--- config.mk ---
export PLATFORM = sky130hd
export DESIGN_NAME = bb_msg_scheduler_flat
export DESIGN_NICKNAME = d
export VERILOG_FILES = /design/src/rtl/bb_msg_scheduler_if.sv /design/src/rtl/bb_msg_scheduler.sv /design/src/flat_wrapper.sv
export SDC_FILE = /design/constraint.sdc
export NUM_CORES = 1
export LEC_CHECK = 0
export ABC_AREA = 0
export BUFFER_PORTS_ARGS = -buffer_cell sky130_fd_sc_hd__buf_4
export CELL_PAD_IN_SITES_DETAIL_PLACEMENT = 0
export CELL_PAD_IN_SITES_GLOBAL_PLACEMENT = 1
export CORE_AREA = 2 2 185 187
export DETAILED_ROUTE_END_ITERATION = 8
export DIE_AREA = 0 0 187 189
export PLACE_DENSITY = 0.76
export SYNTH_ARGS = -nofsm -noshare
export SYNTH_HDL_FRONTEND = slang
export SYNTH_SLANG_ARGS = --single-unit
--- constraint.sdc ---
create_clock -name clk -period 5.15 [get_ports clk]
set_clock_uncertainty 0.1 [all_clocks]
set_input_delay 0.2575 -clock clk [delete_from_list [all_inputs] [get_ports clk]]
set_output_delay 0.2575 -clock clk [all_outputs]
set_load 0.05 [all_outputs]
--- src/rtl/bb_msg_scheduler_if.sv ---
// Write side of the CPU message FIFO as seen by the bounding-box message scheduler,
// including the word count used for the room check and the shared FIFO clear.
interface bb_msg_scheduler_if;
    logic        fifo_wr;
    logic [31:0] fifo_data;
    logic [7:0]  fifo_usedw;
    logic        flush;

    modport master (output fifo_wr, fifo_data, input fifo_usedw, flush);
    modport slave  (input fifo_wr, fifo_data, output fifo_usedw, flush);
endinterface

--- src/rtl/bb_msg_scheduler.sv ---
// Every `interval` frames, snapshots the enabled and valid colour boxes and streams
// a frame header plus three words per reported box into the CPU message FIFO.
module bb_msg_scheduler #(
    parameter int NUM_BOX      = 5,
    parameter int FIFO_DEPTH   = 256,
    parameter int DEF_INTERVAL = 6
) (
    input  logic                  clk,
    input  logic                  reset_n,
    input  logic                  frame_end,
    input  logic [NUM_BOX*40-1:0] bb_data,
    input  logic [NUM_BOX-1:0]    bb_valid,
    input  logic [NUM_BOX-1:0]    en_mask,
    input  logic [7:0]            interval,
    bb_msg_scheduler_if.master    fifo,
    output logic                  busy,
    output logic [15:0]           drop_cnt
);

    localparam int IW = $clog2(NUM_BOX + 1);

    // DEF_INTERVAL is the reset value of the CPU register that drives `interval`.
    if (DEF_INTERVAL < 1 || DEF_INTERVAL > 255) begin : g_def_interval_check
        $error("bb_msg_scheduler: DEF_INTERVAL must be in 1..255");
    end

    typedef enum logic [2:0] {IDLE, HDR, SCAN, ID, TL, BR} state_t;

    state_t                state, state_next;
    logic [IW-1:0]         idx, idx_next;
    logic [7:0]            frame_cnt;
    logic [15:0]           frame_seq;
    logic [NUM_BOX*40-1:0] bb_snap;
    logic [NUM_BOX-1:0]    sel_snap;
    logic [31:0]           data_q, data_next;

    logic [NUM_BOX-1:0]    sel;
    logic [IW-1:0]         k;
    logic [8:0]            need;
    logic [8:0]            room_sum;
    logic [39:0]           cur_box;
    logic                  due, launch;

    assign sel = en_mask & bb_valid;

    always_comb begin
        k = '0;
        for (int i = 0; i < NUM_BOX; i++) k = k + IW'(sel[i]);
    end

    assign need     = 9'd1 + 9'd3 * 9'(k);
    assign room_sum = {1'b0, fifo.fifo_usedw} + need;
    assign due      = frame_end && (frame_cnt == 8'd0);
    assign launch   = due && (state == IDLE) && !fifo.flush && (room_sum < 9'(FIFO_DEPTH));
    assign cur_box  = bb_snap[int'(idx) * 40 +: 40];

    always_ff @(posedge clk) begin
        if (!reset_n) state <= IDLE;
        else          state <= state_next;
    end

    // The output word is prepared on the transition into each write state so that
    // fifo_data is a register yet valid in the same cycle as fifo_wr.
    always_comb begin
        state_next = state;
        idx_next   = idx;
        data_next  = data_q;
        case (state)
            IDLE: begin
                if (launch) begin
                    state_next = HDR;
                    data_next  = {8'h46, 8'h00, frame_seq};
                end
            end
            HDR: begin
                idx_next   = '0;
                state_next = SCAN;
            end
            SCAN: begin
                if (idx == IW'(NUM_BOX)) begin
                    state_next = IDLE;
                end else if (sel_snap[idx]) begin
                    state_next = ID;
                    data_next  = {8'h00, 8'h42, 8'h42, 8'h30 + 8'(idx)};
                end else begin
                    idx_next = idx + 1'b1;
                end
            end
            ID: begin
                state_next = TL;
                data_next  = {6'b0, cur_box[9:0], 6'b0, cur_box[19:10]};
            end
            TL: begin
                state_next = BR;
                data_next  = {6'b0, cur_box[29:20], 6'b0, cur_box[39:30]};
            end
            BR: begin
                idx_next   = idx + 1'b1;
                state_next = SCAN;
            end
            default: state_next = IDLE;
        endcase
        if (fifo.flush) begin
            state_next = IDLE;
            data_next  = data_q;
        end
    end

    // A due report that cannot launch leaves frame_cnt at zero so it retries next frame.
    always_ff @(posedge clk) begin
        if (!reset_n) begin
            idx       <= '0;
            frame_cnt <= 8'd0;
            frame_seq <= 16'd0;
            drop_cnt  <= 16'd0;
            data_q    <= 32'd0;
            bb_snap   <= '0;
            sel_snap  <= '0;
        end else begin
            idx    <= idx_next;
            data_q <= data_next;
            if (frame_end) begin
                frame_seq <= frame_seq + 16'd1;
                if (frame_cnt != 8'd0)
                    frame_cnt <= frame_cnt - 8'd1;
                else if (launch)
                    frame_cnt <= (interval == 8'd0) ? 8'd0 : interval - 8'd1;
                else if (drop_cnt != 16'hFFFF)
                    drop_cnt <= drop_cnt + 16'd1;
            end
            if (launch) begin
                bb_snap  <= bb_data;
                sel_snap <= sel;
            end
        end
    end

    assign fifo.fifo_wr   = state inside {HDR, ID, TL, BR};
    assign fifo.fifo_data = data_q;
    assign busy           = (state != IDLE);

endmodule
--- src/flat_wrapper.sv ---
// flat-port wrapper written by rule: the top's interface ports become plain ports
module bb_msg_scheduler_flat 
#(
    parameter int NUM_BOX      = 5,
    parameter int FIFO_DEPTH   = 256,
    parameter int DEF_INTERVAL = 6
)
  (clk, reset_n, frame_end, bb_data, bb_valid, en_mask, interval, busy, drop_cnt, fifo_fifo_wr, fifo_fifo_data, fifo_fifo_usedw, fifo_flush);
  bb_msg_scheduler_if fifo_i ();
  input  logic clk;
  input  logic reset_n;
  input  logic frame_end;
  input  logic [NUM_BOX*40-1:0] bb_data;
  input  logic [NUM_BOX-1:0] bb_valid;
  input  logic [NUM_BOX-1:0] en_mask;
  input  logic [7:0] interval;
  output logic busy;
  output logic [15:0] drop_cnt;
  output wire logic [$bits(fifo_i.fifo_wr)-1:0] fifo_fifo_wr;
  output wire logic [$bits(fifo_i.fifo_data)-1:0] fifo_fifo_data;
  input wire logic [$bits(fifo_i.fifo_usedw)-1:0] fifo_fifo_usedw;
  input wire logic [$bits(fifo_i.flush)-1:0] fifo_flush;
  assign fifo_fifo_wr = fifo_i.fifo_wr;
  assign fifo_fifo_data = fifo_i.fifo_data;
  assign fifo_i.fifo_usedw = fifo_fifo_usedw;
  assign fifo_i.flush = fifo_flush;
  bb_msg_scheduler #(.NUM_BOX(NUM_BOX), .FIFO_DEPTH(FIFO_DEPTH), .DEF_INTERVAL(DEF_INTERVAL)) u_core (.clk(clk), .reset_n(reset_n), .frame_end(frame_end), .bb_data(bb_data), .bb_valid(bb_valid), .en_mask(en_mask), .interval(interval), .fifo(fifo_i), .busy(busy), .drop_cnt(drop_cnt));
endmodule
==> results of run 1 <==
[final cells by class]
type	instances	area [um2]	area share
tap	448	560.5	0.03029
inverter	16	60.06	0.003245
sequential	278	5569	0.3009
multi-input combinational	1132	6932	0.3746
clock inverter	8	73.82	0.003989
antenna	1	2.502	0.0001352
timing repair buffer	499	4330	0.2340
clock buffer	50	977.2	0.05281
[flip-flops by register name (all words and copies together) (netlist names)]
register and cells:
u_core.bb_snap 200, u_core.drop_cnt 16, u_core.fifo.fifo_data 27, u_core.frame_cnt 8, u_core.frame_seq 16, u_core.idx 3
u_core.sel_snap 5, u_core.state 3
[logic make-up after synthesis]
family	count (synthesis)
buf+inv	137
simple gates	613
mux	82
compound gates	384
fa+ha+maj	18
flops	278
xor+xnor	31
other cells	1
[metrics by stage]
step / power [mW] / setup slack (ns)
2_1_floorplan: 3.722 / 0.9012
3_3_place_gp: 4.151 / 0.5504
3_5_place_dp: 4.177 / 0.4335
4_1_cts: 6.545 / 0.5063
5_1_grt: 6.851 / 0.1347
6_report: 6.499 / 0.4986
[placed cells by master (no fill, tap or decap), types with 22 or more instances in the layout]
cell | synthesis | final
and2_1 | 35 | 35
dfxtp_1 | 278 | 277
nor2_1 | 24 | 24
clkbuf_16 | 0 | 31
mux2i_1 | 76 | 76
buf_4 | 12 | 286
a21boi_1 | 204 | 204
o22ai_1 | 38 | 38
nand2_1 | 451 | 451
nand3_1 | 38 | 38
xnor2_1 | 28 | 28
dlygate4sd3_1 | 0 | 207
a22oi_1 | 22 | 22
[cell usage after synthesis, types with 7 or more instances]
master	number	share of area
clkbuf_1	69	0.020
nand2_1	451	0.13
ha_1	15	0.014
a22oi_1	22	0.013
buf_2	26	0.0099
buf_6	13	0.011
o22ai_1	38	0.018
a21boi_0	14	0.0080
nor3_1	8	0.0030
and2_1	35	0.017
nor2_1	24	0.0068
dfxtp_1	278	0.42
inv_1	16	0.0046
o21ai_0	11	0.0042
a22o_1	18	0.012
nor2b_1	7	0.0033
buf_4	12	0.0068
mux2i_1	76	0.058
and3_1	8	0.0038
o211a_1	20	0.015
xnor2_1	28	0.019
nand4_1	15	0.0071
nand2b_1	7	0.0033
a21boi_1	204	0.12
nand3_1	38	0.014
a21oi_1	16	0.0061
[per-layer routing]
layer / track usage / vias to the layer above
met5: 0 / -
met4: 0.08639 / 0
met3: 0.03355 / 80
met2: 0.4144 / 304
met1: 0.2961 / 5900
li1: - / 6146
[critical path, cell delays in order]
cell and delay (ns):
dlygate4sd3_1 0.54, buf_4 0.11, nand2_1 0.07, fa_1 0.53, inv_1 0.04, ha_1 0.17, inv_1 0.06, fa_1 0.43
inv_1 0.14, fa_1 0.43, ha_1 0.21, nor3_1 0.15, o21ai_0 0.23, a211oi_4 0.36, buf_12 0.36, nand3_1 0.15
dlygate4sd3_1 0.61, a21boi_0 0.16
[path summary, 6_finish.rpt]
check	from	endpoint	slack (ns)	cells past startpoint
max	bb_valid[2]	u_core.sel_snap[4]	0.50	18
min reg2reg	u_core.bb_snap[49]	u_core.bb_snap[49]	0.35	2
min	bb_valid[3]	u_core.sel_snap[3]	0.03	4
max reg2reg	u_core.state[1]	u_core.fifo.fifo_data[3]	1.92	7
[power by group through the flow]
stage,Combinational (mW),Clock (mW),Sequential (mW)
finish,1.64,2.24,2.62
global route,1.82,2.38,2.65
CTS,1.65,2.28,2.62
detailed placement,1.51,0,2.66
global placement,1.50,0,2.65
floorplan,1.00,0,2.72
==> flow_metrics.env, run 1 <==
export IMPL_post_cts_resized=0
export IMPL_final_nets=2206
export IMPL_clk_pin_slew_ns=0.06
export IMPL_p_int_mw=4.478
export IMPL_dr_total_vias=12430
export IMPL_grt_pass1_vias=12300
export IMPL_syn_area_mm2=0.01316
export IMPL_finalMaxSlewViolations=0
export IMPL_seq_area_frac_synth=0.4231
export IMPL_routed_top_layer="met4"
export IMPL_crit_path_max_fanout=95
export IMPL_fill_cells=3045
export IMPL_boundaryPins=280
export IMPL_wl_per_cell_um=17.65
export IMPL_totalWireLength_um=42930
export IMPL_synth_top_family_by_area="compound AO/OA/AOI/OAI gates"
export IMPL_cts_tree="done"
export IMPL_powerDensity_mw_per_mm2=351.2
export IMPL_dpl_cell_area_mm2=0.01538
export IMPL_cts_htree_levels=1
export IMPL_synth_xor_area_frac=0.02064
export IMPL_antenna_left=0
export IMPL_drc=0
export IMPL_setup_violations_final=0
export IMPL_antenna_found_initial=1
export IMPL_synth_area_per_cell_um2=8.520
export IMPL_routed_wl_met2_um=20990
export IMPL_async_flop_share=0
export IMPL_grt_max_degree=152
export IMPL_yosys_warnings=0
export IMPL_fin_cells=2432
export IMPL_stdcell_area_mm2=0.01851
export IMPL_synth_compound_area_share=0.2197
export IMPL_numCtsBuffers=31
export IMPL_hpwl_um=27850
export IMPL_pwr_share_seq=0.403
export IMPL_synth_main_ff_cell="dfxtp_1"
export IMPL_fmax_mhz=215.0
export IMPL_outcome="finished clean"
export IMPL_die_h_um=189
export IMPL_critPathRequiredTime_ns=5.53
export IMPL_grt_pass1_wl_um=67250
export IMPL_min_period_ns=4.651
export IMPL_port_buffers=275
export IMPL_synth_ff_latch_count=278
export IMPL_rows=67
export IMPL_clockPowerShare=0.344
export IMPL_holdWs_ns=0.03435
export IMPL_max_slew_margin_rel=0.2370
export IMPL_cts_max_path_buffers=3
export IMPL_cts_hold_buf=207
export IMPL_synthAdderAreaFrac=0.01883
export IMPL_comb_power_share=0.253
export IMPL_routabilityCongestion=0.8227
export IMPL_overflow=0
export IMPL_dp_cells=2166
export IMPL_numClockSinks=278
export IMPL_initial_core_util=0.3953
export IMPL_rsz0062_at_grt="false"
export IMPL_p_leak_nw=7.068
export IMPL_peakVddDrop_uv=277.1
export IMPL_viasPerCell=5.111
export IMPL_die_width_um=187
export IMPL_max_cap_violations=0
export IMPL_hold_class="primary input to flip-flop"
export IMPL_core_mm2=0.03328
export IMPL_tightestPinTransition_ns=1.144
export IMPL_synth_cell_types=66
export IMPL_postCtsSetupRepairBufs=0
export IMPL_insertion_delay_ns=0.56
export IMPL_cp_start_kind="primary input"
export IMPL_drt_first_pass_iters=5
export IMPL_die_area_mm2=0.03534
export IMPL_arrival_ns=5.03
export IMPL_swShare=0.3110
export IMPL_timing_final_crit_share=0.9032
export IMPL_path_class="primary input to flip-flop"
export IMPL_grtUsageTotal=0.2365
export IMPL_root_buffer="clkbuf_16"
export IMPL_drive_gt1_frac=0.1815
export IMPL_synth_mux_area_fraction=0.06468
export IMPL_endpoint_kind="flip-flop"
export IMPL_finalHoldViolCount=0
export IMPL_drt_iter0_drc=669
export IMPL_setup_tns_ns=0
export IMPL_syn2layout_area_growth_pct=40.67
export IMPL_utilization=0.5560
export IMPL_drt_met1_wl_um=18690
export IMPL_synth_edf_count=0
export IMPL_route_met3_wl_um=1782
export IMPL_netlist_instances=1544
export IMPL_power_switching_mw=2.021
export IMPL_synth_simple_area_share=0.2004
(Power assumes the default switching activity.)
==> run 2: changes to the inputs <==
--- a/config.mk
+++ b/config.mk
@@ -10,9 +10,10 @@
 export CELL_PAD_IN_SITES_DETAIL_PLACEMENT = 0
 export CELL_PAD_IN_SITES_GLOBAL_PLACEMENT = 1
 export CORE_AREA = 2 2 185 187
+export CTS_CLUSTER_DIAMETER = 30
 export DETAILED_ROUTE_END_ITERATION = 8
 export DIE_AREA = 0 0 187 189
-export PLACE_DENSITY = 0.76
+export PLACE_DENSITY_LB_ADDON = 0.1
 export SYNTH_ARGS = -nofsm -noshare
 export SYNTH_HDL_FRONTEND = slang
 export SYNTH_SLANG_ARGS = --single-unit
==> flow_metrics.env, run 2 (synthesis gave the netlist of run 1 again) <==
export IMPL_timing_final_crit_share=0.9298
export IMPL_numClockSinks=278
export IMPL_wl_per_cell_um=17.10
export IMPL_numCtsBuffers=67
export IMPL_grt_pass1_wl_um=66940
export IMPL_viasPerCell=5.022
export IMPL_root_buffer="clkbuf_16"
export IMPL_cts_max_path_buffers=3
export IMPL_grtUsageTotal=0.2379
export IMPL_totalWireLength_um=42650
export IMPL_drt_iter0_drc=709
export IMPL_hpwl_um=27810
export IMPL_largest_register_ffs=200
export IMPL_fin_cells=2494
export IMPL_path_class="primary input to flip-flop"
export IMPL_final_nets=2242
export IMPL_overflow=0
export IMPL_drc=0
export IMPL_arrival_ns=5.14
export IMPL_routabilityCongestion=0.7973
export IMPL_grt_max_degree=149
export IMPL_setup_violations_final=0
export IMPL_rsz0062_at_grt="false"
export IMPL_power_mw=8.709
export IMPL_multi_input_area_mm2=0.006932
export IMPL_postCtsSetupRepairBufs=0
export IMPL_syn2layout_area_growth_pct=50.90
export IMPL_port_buffers=275
export IMPL_antenna_found_initial=1
export IMPL_max_cap_violations=0
export IMPL_die_h_um=189
export IMPL_insertion_delay_ns=0.55
export IMPL_drt_first_pass_iters=5
export IMPL_crit_path_max_fanout=81
export IMPL_reg2reg_from="u_core.state[1]"
export IMPL_reg2reg_to="u_core.fifo.fifo_data[3]"
export IMPL_drive_gt1_frac=0.2068
export IMPL_cts_htree_levels=3
export IMPL_cp_startpoint="bb_valid[4]"
export IMPL_ff2ff_path_depth=7
export IMPL_min_period_ns=4.789
export IMPL_rows=67
export IMPL_holdPathEnd="u_core.frame_seq[1]"
export IMPL_endpoint_kind="flip-flop"
export IMPL_boundaryPins=280
export IMPL_holdPathStages=3
export IMPL_antenna_left=0
export IMPL_mostFrequentLayoutCells="nand2_1 (451), buf_4 (285), dfxtp_1 (277)"
export IMPL_peakVddDrop_uv=300.1
export IMPL_critPathRequiredTime_ns=5.51
export IMPL_core_mm2=0.03328
export IMPL_dp_cells=2167
export IMPL_grt_pass1_vias=12400
export IMPL_top_register="u_core.bb_snap"
export IMPL_max_slew_margin_rel=0.3606
export IMPL_fill_cells=2926
export IMPL_initial_core_util=0.3953
export IMPL_outcome="finished clean"
export IMPL_ff2ff_setup_slack_ns=1.90
export IMPL_hold_class="primary input to flip-flop"
export IMPL_powerDensity_mw_per_mm2=438.7
export IMPL_die_area_mm2=0.03534
export IMPL_finalMaxSlewViolations=0
export IMPL_layout_commonest_cell="nand2_1"
export IMPL_p_leak_nw=7.725
export IMPL_cts_tree="done"
export IMPL_cp_start_kind="primary input"
export IMPL_fmax_mhz=208.8
export IMPL_fin_ws_ns=0.3614
export IMPL_setup_tns_ns=0
export IMPL_dr_total_vias=12520
export IMPL_min_from="frame_end"
export IMPL_clk_pin_slew_ns=0.04
export IMPL_final_seq_area_mm2=0.005569
export IMPL_finalHoldViolCount=0
export IMPL_die_width_um=187
export IMPL_utilization=0.5965
export IMPL_place_ws_ns=0.3935
export IMPL_tightestPinTransition_ns=0.9591
-- run 2: area by class of cell --
type                            count  share of cell area
Inverter                           16            0.003025
Clock inverter                     39             0.02849
Antenna cell                        1           0.0001261
Tap cell                          448             0.02824
Timing Repair Buffer              499              0.2193
Clock buffer                       81             0.09114
Multi-Input combinational cell   1132              0.3492
Sequential cell                   278              0.2805
-- run 2: critical path, cell delays in order --
cell and delay, ns:
dlygate4sd3_1 0.56, buf_4 0.15, nand2_1 0.10, fa_1 0.42
inv_1 0.06, ha_1 0.13, inv_1 0.04, fa_1 0.51
inv_1 0.09, fa_1 0.41, xnor2_1 0.15, ha_1 0.20
nor3_1 0.15, o21ai_0 0.24, a211oi_4 0.30, buf_4 0.22
buf_12 0.29, nand3_1 0.12, dlygate4sd3_1 0.57, a21boi_0 0.16
-- run 2: timing repair --
item | in CTS | in global routing
setup endpoints to repair | 0 | 0
hold buffers | 206 | 0
endpoints found under the hold margin | 206 | 0
gates resized for setup | 0 | 0
-- run 2: power breakdown --
| part | internal, mW | leakage [nW] | switching, mW |
|---|---|---|---|
| Combinational | 0.707 | 4.31 | 0.948 |
| Sequential | 2.45 | 2.25 | 0.175 |
| Clock | 3.10 | 1.16 | 1.33 |
| Total | 6.26 | 7.72 | 2.45 |
-- run 2: worst max-delay path by stage --
stage | to | slack (ns) | depth (start not counted)
2_1_floorplan | u_core.bb_snap[142] | 0.90 | 21
3_3_place_gp | u_core.bb_snap[61] | 0.49 | 19
3_5_place_dp | u_core.bb_snap[86] | 0.39 | 20
4_1_cts | u_core.sel_snap[4] | 0.38 | 20
5_1_grt | u_core.sel_snap[4] | 0.07 | 20
6_report | u_core.sel_snap[4] | 0.36 | 20
-- run 2: metal layers --
metal	GRT usage	wire, um	up-vias
met1	0.3014	18660	5904
met4	0.07937	852	0
met2	0.4119	20980	323
met3	0.03874	2158	52
li1	-	-	6245
met5	0	0	-
-- run 2: stage by stage --
stage	hold slack [ns]	instance area [um2]
floorplan	0.2336	13170
global placement	0.3348	15410
detailed placement	0.3400	15410
CTS	0.008746	19850
global route	0.02369	19850
finish	0.02320	19850
